[config.mk]
export PLATFORM = sky130hd
export DESIGN_NAME = tohost_monitor
export DESIGN_NICKNAME = d
export VERILOG_FILES = /design/src/rtl/tohost_pkg.sv /design/src/rtl/tohost_snoop.sv /design/src/rtl/tohost_monitor.sv
export SDC_FILE = /design/constraint.sdc
export NUM_CORES = 1
export LEC_CHECK = 0
export CAP_MARGIN = 20
export CORE_ASPECT_RATIO = 1.1
export CORE_MARGIN = 5
export CORE_UTILIZATION = 40
export DETAILED_ROUTE_END_ITERATION = 12
export PLACE_DENSITY = 0.74
export REMOVE_ABC_BUFFERS = 1
export SYNTH_ARGS = -nofsm -noshare
export SYNTH_HDL_FRONTEND = slang
export SYNTH_SLANG_ARGS = --single-unit
[constraint.sdc]
create_clock -name clk -period 2.9 [get_ports clk]
set_input_delay 0.725 -clock clk [delete_from_list [all_inputs] [get_ports clk]]
set_output_delay 0.725 -clock clk [all_outputs]
set_load 0.01 [all_outputs]
[src/rtl/tohost_pkg.sv]
// Shared types and defaults for the tohost pass/fail monitor.
package tohost_pkg;

    typedef enum logic [1:0] {
        ST_RUN,
        ST_PASS,
        ST_FAIL,
        ST_TIMEOUT
    } state_e;

    localparam logic [31:0] PASS_VALUE = 32'd1;

    localparam logic [31:0] TOHOST_ADDR_0 = 32'h8000_1000;
    localparam logic [31:0] TOHOST_ADDR_1 = 32'h8000_3000;
    localparam logic [31:0] TOHOST_ADDR_2 = 32'h8017_fffc;

    localparam int unsigned DEFAULT_NUM_ADDR = 3;
    localparam logic [DEFAULT_NUM_ADDR*32-1:0] DEFAULT_TOHOST_ADDRS =
        {TOHOST_ADDR_2, TOHOST_ADDR_1, TOHOST_ADDR_0};

    function automatic int unsigned idx_width(input int unsigned n);
        return (n > 1) ? $clog2(n) : 1;
    endfunction

endpackage

[src/rtl/tohost_snoop.sv]
// Combinational tohost address match across all data ports; lowest port index wins.
module tohost_snoop
    import tohost_pkg::*;
#(
    parameter int unsigned                NUM_PORTS    = 1,
    parameter int unsigned                NUM_ADDR     = DEFAULT_NUM_ADDR,
    parameter logic [NUM_ADDR*32-1:0]     TOHOST_ADDRS = DEFAULT_TOHOST_ADDRS,
    parameter int unsigned                IDX_W        = idx_width(NUM_PORTS)
) (
    input  logic [NUM_PORTS-1:0]    req,
    input  logic [NUM_PORTS-1:0]    we,
    input  logic [4*NUM_PORTS-1:0]  be,
    input  logic [32*NUM_PORTS-1:0] addr,
    input  logic [32*NUM_PORTS-1:0] wdata,
    output logic                    hit_v,
    output logic [IDX_W-1:0]        hit_idx,
    output logic [31:0]             hit_data
);

    logic [NUM_PORTS-1:0] addr_match;
    logic [NUM_PORTS-1:0] port_hit;

    always_comb begin
        addr_match = '0;
        for (int unsigned p = 0; p < NUM_PORTS; p++) begin
            for (int unsigned a = 0; a < NUM_ADDR; a++) begin
                if (addr[32*p +: 32] == TOHOST_ADDRS[32*a +: 32]) begin
                    addr_match[p] = 1'b1;
                end
            end
        end
    end

    // Only full-word writes count; partial-byte stores to tohost are ignored.
    always_comb begin
        port_hit = '0;
        for (int unsigned p = 0; p < NUM_PORTS; p++) begin
            port_hit[p] = req[p] & we[p] & (be[4*p +: 4] == 4'hf) & addr_match[p];
        end
    end

    always_comb begin
        hit_v    = 1'b0;
        hit_idx  = '0;
        hit_data = '0;
        for (int unsigned p = 0; p < NUM_PORTS; p++) begin
            if (!hit_v && port_hit[p]) begin
                hit_v    = 1'b1;
                hit_idx  = IDX_W'(p);
                hit_data = wdata[32*p +: 32];
            end
        end
    end

endmodule

[src/rtl/tohost_monitor.sv]
// Snoops core data ports for tohost writes and reports a sticky pass/fail/timeout verdict
// with the number of cycles spent running.
module tohost_monitor
    import tohost_pkg::*;
#(
    parameter int unsigned            NUM_PORTS    = 1,
    parameter int unsigned            NUM_ADDR     = DEFAULT_NUM_ADDR,
    parameter logic [NUM_ADDR*32-1:0] TOHOST_ADDRS = DEFAULT_TOHOST_ADDRS,
    parameter int unsigned            CNT_W        = 64,
    parameter logic [CNT_W-1:0]       TIMEOUT      = '0
) (
    input  logic                              clk,
    input  logic                              resetn,
    input  logic                              clear,
    input  logic [NUM_PORTS-1:0]              req,
    input  logic [NUM_PORTS-1:0]              we,
    input  logic [4*NUM_PORTS-1:0]            be,
    input  logic [32*NUM_PORTS-1:0]           addr,
    input  logic [32*NUM_PORTS-1:0]           wdata,
    output logic                              done,
    output logic                              done_pulse,
    output logic                              passed,
    output logic                              failed,
    output logic                              timed_out,
    output logic [30:0]                       fail_code,
    output logic [idx_width(NUM_PORTS)-1:0]   hit_port,
    output logic [CNT_W-1:0]                  cycle_count
);

    localparam int unsigned IDX_W = idx_width(NUM_PORTS);

    logic             snoop_v;
    logic [IDX_W-1:0] snoop_idx;
    logic [31:0]      snoop_data;

    logic             s1_v;
    logic [IDX_W-1:0] s1_idx;
    logic [31:0]      s1_data;

    state_e state;

    tohost_snoop #(
        .NUM_PORTS    (NUM_PORTS),
        .NUM_ADDR     (NUM_ADDR),
        .TOHOST_ADDRS (TOHOST_ADDRS),
        .IDX_W        (IDX_W)
    ) u_snoop (
        .req      (req),
        .we       (we),
        .be       (be),
        .addr     (addr),
        .wdata    (wdata),
        .hit_v    (snoop_v),
        .hit_idx  (snoop_idx),
        .hit_data (snoop_data)
    );

    always_ff @(posedge clk or negedge resetn) begin
        if (!resetn) begin
            state       <= ST_RUN;
            s1_v        <= 1'b0;
            s1_idx      <= '0;
            s1_data     <= '0;
            cycle_count <= '0;
            done        <= 1'b0;
            done_pulse  <= 1'b0;
            passed      <= 1'b0;
            failed      <= 1'b0;
            timed_out   <= 1'b0;
            fail_code   <= '0;
            hit_port    <= '0;
        end else if (clear) begin
            state       <= ST_RUN;
            s1_v        <= 1'b0;
            s1_idx      <= '0;
            s1_data     <= '0;
            cycle_count <= '0;
            done        <= 1'b0;
            done_pulse  <= 1'b0;
            passed      <= 1'b0;
            failed      <= 1'b0;
            timed_out   <= 1'b0;
            fail_code   <= '0;
            hit_port    <= '0;
        end else begin
            s1_v       <= snoop_v;
            s1_idx     <= snoop_idx;
            s1_data    <= snoop_data;
            done_pulse <= 1'b0;
            case (state)
                ST_RUN: begin
                    if (cycle_count != '1) begin
                        cycle_count <= cycle_count + 1'b1;
                    end
                    // A nonzero hit takes priority over a watchdog expiry in the same cycle.
                    if (s1_v && s1_data == PASS_VALUE) begin
                        state      <= ST_PASS;
                        passed     <= 1'b1;
                        done       <= 1'b1;
                        done_pulse <= 1'b1;
                        hit_port   <= s1_idx;
                    end else if (s1_v && s1_data != '0) begin
                        state      <= ST_FAIL;
                        failed     <= 1'b1;
                        done       <= 1'b1;
                        done_pulse <= 1'b1;
                        fail_code  <= s1_data[31:1];
                        hit_port   <= s1_idx;
                    end else if (TIMEOUT != '0 && cycle_count == TIMEOUT - 1'b1) begin
                        state      <= ST_TIMEOUT;
                        timed_out  <= 1'b1;
                        done       <= 1'b1;
                        done_pulse <= 1'b1;
                    end
                end
                default: ;
            endcase
        end
    end

endmodule

# Yosys cells after proc, flatten, opt, wreduce, memory -nomap -nowiden
# Cells that the tools add are included.
totals:
  latch_bits: 0
  mem_bits_rw: 0
  out_inout_bits: 101
  mem_count: 0
  rom_bits: 0
  input_bits: 73
  reg_bits: 135
classes:
  reduce_logical: 13
  mul: 0
  bitwise_logic: 3
  order_cmp: 0
  div_mod_pow: 0
  add_sub_neg: 1
  eq_ne: 7
  mux: 36
  shifts: 0
ops:
  columns: ["op", "n"]
  rows:
  - ["64-bit 2-to-1 mux", 3]
  - ["31-bit 2-to-1 mux", 4]
  - ["32-bit == test (second input constant)", 3]
  - ["64-bit by 1-bit adder with 64-bit output (second input constant)", 1]
  - ["32-bit 2-to-1 mux", 2]
  - ["64-bit inequality test (second input constant)", 1]
  - ["32-bit by 1-bit == test with 1-bit output (second input constant)", 1]
  - ["32-bit nonzero test", 1]
  - ["1-bit 2-to-1 mux", 23]
  - ["2-bit 2-to-1 mux", 4]
  - ["2-bit nonzero test", 4]
  - ["2-bit AND reduction", 3]
  - ["4-bit == test (second input constant)", 1]
  - ["1-bit AND", 3]
  - ["3-bit AND reduction", 1]
  - ["3-bit nonzero test", 1]
  - ["1-bit logical AND", 2]
  - ["2-bit zero test", 1]
  - ["2-bit inequality test (second input constant)", 1]

# Depth between registers and ports, before layout
logic_depth:
  depth_word: 7
  depth_mapped: 9

# Modules after synthesis
# A second synthesis with hierarchy kept.
unflattened:
  hier_cells: 744
  area_unflattened_um2: 7220.7
by_module_without_submodules:
  columns: ["mod", "seq_area_each_um2", "n_inst", "cells_each", "area_per_inst_um2"]
  rows:
  - ["tohost_monitor", 3403.3, 1, 682, 6809.0]
  - ["tohost_snoop", 0.0, 1, 62, 411.6]

# Worst setup path after synthesis
# Ideal clock, no wire load.
synth_timing:
  path_type: "reg-to-reg"
  startpoint: "reg cycle_count[50]"
  endpoint: "reg cycle_count[4]"
  n_path_buf: 2
  slack_ps: 732
  t_required_ps: 2781
  t_arrival_ps: 2049
  path_stages_with_launch: 9
  cell_sequence: "dfrtp_1 nand4_1 nor4_1 nand4_2 o21ai_2 buf_2 buf_4 nor3_1 o21a_1"
synth_between:
  elab_chain_len: 3
synth_rtl:
  columns: ["item", "line_no", "rtl"]
  rows:
  - ["from (decl)", "tohost_monitor.sv:27", "output logic [CNT_W-1:0] cycle_count"]
  - ["from (signal assigned)", "tohost_monitor.sv:93", "cycle_count <= cycle_count + 1'b1;"]
  - ["64-bit inequality test", "tohost_monitor.sv:92", "if (cycle_count != '1) begin"]
  - ["2-bit nonzero test (no line)", null, null]
  - ["2-bit AND reduction (no line)", null, null]
# No other way between the ends.
# A chain may end at the register's enable or synchronous reset.

# Worst setup path after layout
layout_timing:
  startpoint: "reg cycle_count[50]"
  endpoint: "reg cycle_count[25]"
# The elaborated chain is that of the path after synthesis.

==> flow_summary.ini <==
[floorplanning]
rows = 47
start_util = 0.4065
die_area_um2 = 17880
io_pins = 174
core_um2 = 15050
die_w_um = 127.9
fp.dieH_um = 139.7

[yosys]
synth_seq_area_share = 0.5479
syn-instance-count = 586
yosys_register_bits = 134
syn_area_um2 = 6120
async_flop_share = 1.000
synth.avg_cell_area_um2 = 10.44
synth-edff-count = 0
ys_types = 47
synth_flop_cell = dfrtp_1
yosysWarnings = 0

[place]
io_buffers = 171
place_congestion = 0.8652
place_ws_ns = 0.4392
placed_cells = 938
hpwlAfterDp_um = 11950

[cts]
root_buffer = clkbuf_16
cts_tree = built
clk_pin_slew_worst_paths_ns = 0.06
htree_levels = 4
post_cts_buffers = 0
numClockSinks = 134
ctsResizeCount = 0
clock_path_buffers = 2
clk_latency_ns = 0.43
cts_hold_buffers = 0
numCtsBuffers = 17

[detailed_routing]
wl_per_cell_um = 17.52
via_per_inst = 5.596
via_count = 5428
drt_pass1_iterations = 5
ant_nets = 0
drtIter0Drc = 299
wirelength_um = 16990
drcViolationCount = 0

[worst_setup_path]
worstPathMaxFanout = 9
cp.required_ns = 3.25
r2r_setup_slack_ns = 0.36
r2r_start = cycle_count[50]
start_kind = flop
critPathSlowestCell = o211ai_1
arrival_ns = 2.90
crit_chain = nand4_1 -> nor4_1 -> nand4_2 -> o211ai_1 -> o21ai_0 -> a21oi_1
reg2reg_depth = 6
cp-end-kind = flop
reg2reg_to = cycle_count[25]
worstSetupPathType = reg -> reg
critPathMaxStageDelay_ns = 0.64

[final_layout]
diodes = 0
syn_to_final_growth_pct = 41.50
final_common_cell = clkdlybuf4s50_1
final_nets = 835
multiInputGateArea_um2 = 2608
drive_gt1_frac = 0.07881
fillCellCount = 1324
final-seq-area_um2 = 3353
final_cell_count_no_fill = 970
final_cell_mix = 169 x clkdlybuf4s50_1, 134 x dfrtp_1, 41 x nor2_1, 39 x a21oi_1, 32 x and2_1

[timing]
timing.fmax_ghz = 0.3931
min_period_ns = 2.544
setup_viol = 0
setup_ws_ns = 0.3560
finalCritPeriodShare = 0.8772
fin_worst_skew_ns = 0.006578
rsz0062_at_grt = no
relSlewSlack = 0.5084
hold_viol = 0
worst_pin_slew_ns = 0.7373
slew_viol_final = 0

[global_route]
overflow = 0
grt_pass1_wl_um = 27810
grt.total_usage = 0.1938
grt_pass1_vias = 5508
grt_antenna_before_repair = 0
grt_max_degree = 135

[min_path]
hold_class = in -> async

[run_status]
outcome = completed

[pwr]
leakage_uw = 0.003543
peakVddDrop_mv = 0.3431
p_per_area_nw_per_um2 = 490.1

[job]
maxCapViolations = 0
## how the worst max path moves through the flow
stage / from / endpoint / slack, ns / depth (start not counted)
5_1_grt: cycle_count[50] / cycle_count[25] / 0.07 / 6
4_1_cts: cycle_count[50] / cycle_count[25] / 0.38 / 6
2_1_floorplan: state[1] / fail_code[0] / -0.06 / 4
3_5_place_dp: cycle_count[50] / cycle_count[25] / 0.44 / 6
6_report: cycle_count[50] / cycle_count[25] / 0.36 / 6
3_3_place_gp: cycle_count[0] / cycle_count[46] / 0.56 / 7
## registers in the layout, indices dropped and copies added, names as in the netlist
register / cells
cycle_count: 64
done: 1
passed: 1
s1_data: 32
failed: 1
state: 2
fail_code: 31
s1_v: 1
done_pulse: 1
## worst max-delay path: cells and delay by family, from the launching register on
kind,cells,cell delay [ns]
DFF,1,0.47
AOI/OAI and AO/OA,3,1.00
and+or+nand+nor,3,1.00
## layer usage
layer / vias up / GRT usage / routed length (um)
met2: 190 / 0.3224 / 8586
met5: - / 0 / 0
met1: 2654 / 0.2352 / 6820
li1: 2549 / - / -
met4: 0 / 0.07207 / 401
met3: 35 / 0.06094 / 1183
## cells in the mapped netlist, drive strengths merged (18+ instances only)
| cell | n | area, um^2 |
|---|---|---|
| clkbuf | 18 | 67.56 |
| a21oi | 39 | 195.2 |
| nor4 | 20 | 140.1 |
| nand3 | 28 | 140.1 |
| dfrtp | 134 | 3353 |
| nand4 | 32 | 221.5 |
| or3 | 27 | 168.9 |
| o21ai | 24 | 123.9 |
| nor2 | 42 | 157.7 |
| a22o | 31 | 271.5 |
| and2 | 32 | 200.2 |
| nand2 | 26 | 100.1 |
## cell type report
| class | count | share of cell area |
|---|---|---|
| clock buffer | 20 | 0.05158 |
| clock inverter | 12 | 0.01777 |
| inverter | 9 | 0.003901 |
| multi-input combinational | 416 | 0.3011 |
| sequential | 134 | 0.3872 |
| tap | 196 | 0.02832 |
| timing repair buffer | 183 | 0.2101 |
## report_power, final
part	internal (uW)	switching (uW)
clock network	1370	800
registers	1870	5.70
logic	104	89.4
total	3350	895
## logic make-up after synthesis
logic type,synth area share
AND/OR/NAND/NOR,0.2505
flip-flops,0.5479
AO/OA/AOI/OAI,0.1374
buffers and inverters,0.02781
XOR/XNOR,0.02290
multiplexers,0.01084
adder cells (fa/ha/maj),0.002044
other,0.0006128
## metrics by stage
stage               instance area [um^2]    util  hold slack (ns)  power [uW]  setup TNS [ns]
floorplan                           5987       -           0.4294        1935          -2.037
global placement                    8059  0.5353           0.4624        2103               0
detailed placement                  8059  0.5353           0.4727        2109               0
CTS                                 8660  0.5752           0.4536        4290               0
global route                        8660  0.5752           0.4941        4380               0
finish                              8660  0.5752           0.3833        4244               0
Note: power is estimated with default switching activity, not from simulation.
